<file path="src/rtl/alu_arbiter.sv">
// alu_arbiter: shares one ALU between two valid/ready requesters.
//
// A three-state FSM (idle / exec / resp) grants one request, latches its
// operands and control, presents them to the external ALU for one cycle,
// registers the result and zero flag, and holds the response until the
// owning requester accepts it. No arithmetic is done here.
//
// Build option: define ALU_ARB_FIXED_PRIO_EN for fixed priority (requester 0
// always wins a simultaneous request); default is round-robin.
//
// Ports:
//   clk, reset              rising-edge clock, synchronous active-high reset
//   req_valid/req_ready     per-requester request handshake (2 bits)
//   req_in1_*/req_in2_*     per-requester operands
//   req_ctrl_*              per-requester alu_control
//   alu_in1/alu_in2         latched operands to the ALU
//   alu_control             latched control to the ALU
//   alu_result/alu_zero     ALU outputs
//   rsp_valid/rsp_ready     per-requester response handshake (2 bits)
//   rsp_result/rsp_zero     registered ALU result and zero flag
//   busy                    registered, high while not idle
module alu_arbiter #(
  parameter int unsigned REG_WIDTH = 64
) (
  input  logic                 clk,
  input  logic                 reset,
  input  logic [1:0]           req_valid,
  output logic [1:0]           req_ready,
  input  logic [REG_WIDTH-1:0] req_in1_0,
  input  logic [REG_WIDTH-1:0] req_in1_1,
  input  logic [REG_WIDTH-1:0] req_in2_0,
  input  logic [REG_WIDTH-1:0] req_in2_1,
  input  logic [3:0]           req_ctrl_0,
  input  logic [3:0]           req_ctrl_1,
  output logic [REG_WIDTH-1:0] alu_in1,
  output logic [REG_WIDTH-1:0] alu_in2,
  output logic [3:0]           alu_control,
  input  logic [REG_WIDTH-1:0] alu_result,
  input  logic                 alu_zero,
  output logic [1:0]           rsp_valid,
  input  logic [1:0]           rsp_ready,
  output logic [REG_WIDTH-1:0] rsp_result,
  output logic                 rsp_zero,
  output logic                 busy
);

  typedef enum logic [1:0] {StIdle, StExec, StResp} state_e;

  state_e               state_q, state_d;
  logic                 owner_q;
  logic [REG_WIDTH-1:0] in1_q, in2_q, result_q;
  logic [3:0]           ctrl_q;
  logic                 zero_q;
  logic                 busy_q;
  logic                 winner;
  logic                 grant;

`ifdef ALU_ARB_FIXED_PRIO_EN
  // Requester 0 wins whenever it is valid.
  always_comb begin
    winner = ~req_valid[0];
  end
`else
  logic prio_q;

  // prio_q names the preferred requester on contention; a lone request wins.
  always_comb begin
    if (&req_valid) begin
      winner = prio_q;
    end else begin
      winner = req_valid[1];
    end
  end

  always_ff @(posedge clk) begin
    if (reset) begin
      prio_q <= 1'b0;
    end else if (grant) begin
      prio_q <= ~winner;
    end
  end
`endif

  // Reset masks the grant so no handshake is reported for a discarded cycle.
  always_comb begin
    grant = (state_q == StIdle) && (|req_valid) && !reset;
  end

  // Next-state logic.
  always_comb begin
    state_d = state_q;
    unique case (state_q)
      StIdle:  if (grant) state_d = StExec;
      StExec:  state_d = StResp;
      StResp:  if (rsp_ready[owner_q]) state_d = StIdle;
      default: state_d = StIdle;
    endcase
  end

  // State, operand, owner and response registers.
  always_ff @(posedge clk) begin
    if (reset) begin
      state_q  <= StIdle;
      owner_q  <= 1'b0;
      in1_q    <= '0;
      in2_q    <= '0;
      ctrl_q   <= 4'b0000;
      result_q <= '0;
      zero_q   <= 1'b0;
      busy_q   <= 1'b0;
    end else begin
      state_q <= state_d;
      busy_q  <= (state_d != StIdle);
      if (grant) begin
        owner_q <= winner;
        in1_q   <= winner ? req_in1_1 : req_in1_0;
        in2_q   <= winner ? req_in2_1 : req_in2_0;
        ctrl_q  <= winner ? req_ctrl_1 : req_ctrl_0;
      end
      if (state_q == StExec) begin
        result_q <= alu_result;
        zero_q   <= alu_zero;
      end
    end
  end

  // Outputs.
  always_comb begin
    req_ready   = grant ? {winner, ~winner} : 2'b00;
    rsp_valid   = ((state_q == StResp) && !reset) ? {owner_q, ~owner_q} : 2'b00;
    alu_in1     = in1_q;
    alu_in2     = in2_q;
    alu_control = ctrl_q;
    rsp_result  = result_q;
    rsp_zero    = zero_q;
    busy        = busy_q;
  end

endmodule

</file>
<file path="config.mk">
export PLATFORM = sky130hd
export DESIGN_NAME = alu_arbiter
export DESIGN_NICKNAME = d
export VERILOG_FILES = /design/src/rtl/alu_arbiter.sv
export SDC_FILE = /design/constraint.sdc
export NUM_CORES = 1
export LEC_CHECK = 0
export ABC_CLOCK_PERIOD_IN_PS = 1800
export CAP_MARGIN = 20
export CORE_AREA = 2 2 210 212
export DETAILED_ROUTE_END_ITERATION = 7
export DIE_AREA = 0 0 212 214
export PLACE_DENSITY = 0.57
export RECOVER_POWER = 25
export SYNTH_ARGS = -nofsm -noshare
export SYNTH_HDL_FRONTEND = slang
export SYNTH_SLANG_ARGS = --single-unit
</file>
<file path="constraint.sdc">
create_clock -name clk -period 1.8 [get_ports clk]
set_input_delay 0.27 -clock clk [delete_from_list [all_inputs] [get_ports clk]]
set_output_delay 0.27 -clock clk [all_outputs]
set_load 0.03 [all_outputs]
</file>
Word level (Yosys, flattened, before mapping):

Cells that the tools add are included.

* order comparisons: 1
* muxes and demuxes: 11
* reductions and logical operators: 8
* bitwise logic cells: 2
* equal/unequal tests: 2

Operators with widths (count)
* $mux 64: 2
* $mux 2: 4
* $pmux 2 s3: 1
* $mux 4: 1
* $logic_and 1x1->1: 3
* $mux 1: 3
* $eq 2x1->1 const B: 1
* $eq 2x2->1 const B: 1
* $logic_not 2->1: 1
* $lt 1x2->1 const B: 1
* $not 1->1: 2
* $reduce_and 2->1: 1
* $reduce_bool 2->1: 1
* $reduce_or 2->1: 1
* $logic_not 1->1: 1

* word-level logic and storage cells: 33
* bits in registers: 202
* output and inout port bits: 202
* bits of input ports: 335

Depth between registers and ports, before layout:

Gate-level depths: netlist of run 1.

* depth in word-level cells: 6
* depth in mapped cells: 6

Least setup slack after synthesis of run 1:

No wires, ideal clock.

* kind: input -> output
* start: input port reset
* end: output port rsp_valid[0]
* setup slack: -0.346 ns
* required time: 1.530 ns
* data arrival time: 1.876 ns
* cell stages on the path: 4
* path buffers: 3
* cell sequence: clkbuf_1 -> clkbuf_1 -> clkbuf_1 -> nor4b_1

* longest elaborated chain between the ends: 3

RTL lines
* from (decl): line 26 `input logic reset,`
* $logic_not 1->1: line 130 `rsp_valid = ((state_q == StResp) && !reset) ? {owner_q, ~owner_q} : 2'b00;`
* $logic_and 1x1->1: line 130
* $mux 2: line 130
* to (decl): line 40 `output logic [1:0] rsp_valid,`

Every way passes these cells.

Final worst setup path of run 1:

* start: register state_q[0]
* end: output port req_ready[1]

* longest elaborated chain between the ends: 4

RTL lines
* from (decl): line 49 `state_e state_q, state_d;`
* from (signal assigned): line 103 `state_q <= StIdle;`
* from (signal assigned): line 112 `state_q <= state_d;`
* $logic_not 2->1: line 86 `grant = (state_q == StIdle) && (|req_valid) && !reset;`
* $logic_and 1x1->1 (2 in series): line 86
* $mux 2: line 129 `req_ready = grant ? {winner, ~winner} : 2'b00;`
* to (decl): line 28 `output logic [1:0] req_ready,`

Every way passes these cells.

==> qor.yml, run 1 <==
status: "finished with violations"
violations: "negative setup slack"
reg2reg_from: "state_q[1]"
grt_max_degree: 90
synth_fa_ha_area_share_pct: 0
grt-ovfl-total: 0
crit_chain: "or3_4, nor3b_4, buf_12, buf_8"
core_um2: 42900
numCtsBuffers: 25
hold_depth: 3
clk_pin_slew_ns: 0.05
timing.final.crit_share_pct: 112
tightest_slew_ns: 0.792
setup-violations-final: 6
cp_data_required_time_ns: 1.53
ir_worst_vdd_v: 0.000522
synth-xor-area-share_pct: 0
synth_top_family_by_area: "compound AO/OA/AOI/OAI gates"
holdWs_ns: 0.0812
synth.top_cell.area_share_pct: 49.0
crit_family: "simple AND/OR/NAND/NOR gates"
synth_nets: 1246
hpwl_um: 26600
grt_pass1_vias: 9200
p_leak_nw: 6.22
path_class: "reg2out"
power.density_nw_per_um2: 898
layout.cells.non_filler: 2030
root_buffer: "clkbuf_16"
rows: 76
setup_ws_ns: -0.214
drc: 0
wl_um: 36300
fin_tns_setup_ns: -0.455
drive_gt1_share_pct: 7.13
r2r_slack_ns: -0.04
muxShareOfSynthArea_pct: 0.121
syn2layout_area_growth_pct: 84.0
cp.arrival_ns: 1.74
hold_viol: 0
gp_congestion: 0.795
seq_area_um2: 4050
synth_area_um2: 8250
die_area_um2: 45400
worstSkewPairLatency_ns: 0.53
synthTopCellsByCount: "dfxtp_1 (202), inv_1 (133), a211oi_1 (132), a221o_1 (132), nand2_1 (130)"
hold_class: "in2reg"
drt_iter0_markers: 501
synth_top_area_cell: "dfxtp_1"
finalMaxSlewViolations: 0
firstDrtPassIters: 5
critPathLaunchType: "register"
wl_per_cell_um: 17.9
finalPower_mw: 13.6
multi_input_area_um2: 3340
antenna_left: 0
grt_pass1_wl_um: 53900
fp.dieH_um: 214
fmax_mhz: 497
synth-compound-area-share_pct: 32.8
synthCells: 911
synthArstFlopShare_pct: 0
finClkSkew_ns: 0.0142
dp_cells: 1984
final_area_um2: 15200
grt_antenna_before_repair: 1
worstHoldStart: "reset"
end_kind: "output port"
synth_ff_type: "dfxtp_1"
die-width_um: 212
start_util_pct: 19.2
synth.most_common_cell: "dfxtp_1"
placed_cell_area_um2: 14600
synth_edf_count: 0
grt.total_usage_pct: 15.1
nets: 1766
cts_tree: "yes"
fillers: 4468
io_buffers: 536
synth_simple_gate_area_share_pct: 7.12
cp_slowest_cell: "or3_4"
place_ws_ns: -0.128
yosysSeqAreaShare_pct: 49.0
rsz0062_at_grt: "yes"
ioPinCount: 537
cp_max_fo: 3
utilization_pct: 35.4
yosys.cell_types.count: 23
relSlewSlack_pct: 47.2
cts_sinks: 202
cts_max_level: 1
synth_seq_cells: 202
rr_worst_depth: 5
slowest_delay_ns: 0.40
synth_area_leaders: "dfxtp_1 (49%), a221o_1 (16%), a211oi_1 (12%)"
ys_warn_count: 0
period_needed_ns: 2.01
viasPerCell: 4.48
drv_cap: 0
vias: 9104
min_to: "state_q[0]"
cts_max_path_buffers: 3
rr_endpoint: "alu_in2[38]"
syn_area_per_cell_um2: 9.05
critPathBufInv: 2
## flip-flops by register name, indices dropped and copies added, names as in the netlist
register     cells
alu_control      4
alu_in1         64
alu_in2         64
busy             1
owner_q          1
prio_q           1
rsp_result      64
rsp_zero         1
state_q          2
## cells by family (layout without fill, tap and decap cells)
group           Yosys count  after routing
compound gates          337            337
buf+inv                 229            762
flops                   202            202
mux                       1              1
other cells               0              1
simple gates            142            142
## what timing repair did
action | CTS | global route
hold buffers | 0 | 0
resized for setup | 211 | 2
pin swaps | 2 | 1
buffers inserted | 4 | 0
endpoints found under the setup margin | 202 | 25
gates cloned | 0 | 1
## tightest hold or removal path, cell delays in order
cell     delay [ns]
buf_6          0.08
or3_4          0.15
nor2b_1        0.05
## placed cells by master (no fill, tap or decap), drive strengths merged
cell type	n
a211oi	133
a21oi	69
a221o	132
a311oi	1
buf	54
bufinv	1
clkbuf	40
clkdlybuf4s50	332
clkinv	3
dfxtp	202
diode	1
dlygate4sd2	198
dlygate4sd3	1
inv	133
mux2i	1
nand2	130
nand2b	1
nand3b	2
nor2	1
nor2b	3
nor3b	1
nor4b	1
nor4bb	1
o21bai	1
o31ai	1
or2	1
or3	1
## worst max path at each step
stage	from	endpoint	slack, ns	depth (start not counted)
CTS	state_q[0]	req_ready[1]	-0.27	4
detailed placement	req_valid[0]	alu_in2[38]	-0.13	7
floorplan	reset	rsp_valid[1]	-0.07	3
global placement	req_valid[0]	alu_in2[44]	-0.13	8
global route	state_q[0]	req_ready[1]	-0.29	4
finish	state_q[0]	req_ready[1]	-0.21	4
## report_power, final
part	switching [mW]	internal [mW]
clock	1.97	2.87
sequential	0.224	4.91
combinational	2.03	1.62
total	4.22	9.40
## routing by layer
metal  GRT usage (%)  routed length [um]
met2            26.4               17400
met4            5.16                1060
met3            4.02                2950
met1            17.6               14900
met5               0                   0
## cell type report
| cell class | instances | area share, % |
|---|---|---|
| Antenna cell | 1 | 0.0165 |
| Clock buffer | 36 | 4.73 |
| Clock inverter | 4 | 0.297 |
| Inverter | 133 | 3.29 |
| Multi-Input combinational cell | 480 | 22.0 |
| Sequential cell | 202 | 26.7 |
| Tap cell | 585 | 4.83 |
| Timing Repair Buffer | 589 | 38.1 |
No activity file was read; power rests on OpenSTA's default activity.
==> run 2, diff against run 1 <==
CAP_MARGIN = unset   (was 20)
==> results of run 2 <==
The final DEF is identical to that of run 1; final timing and power are the same.
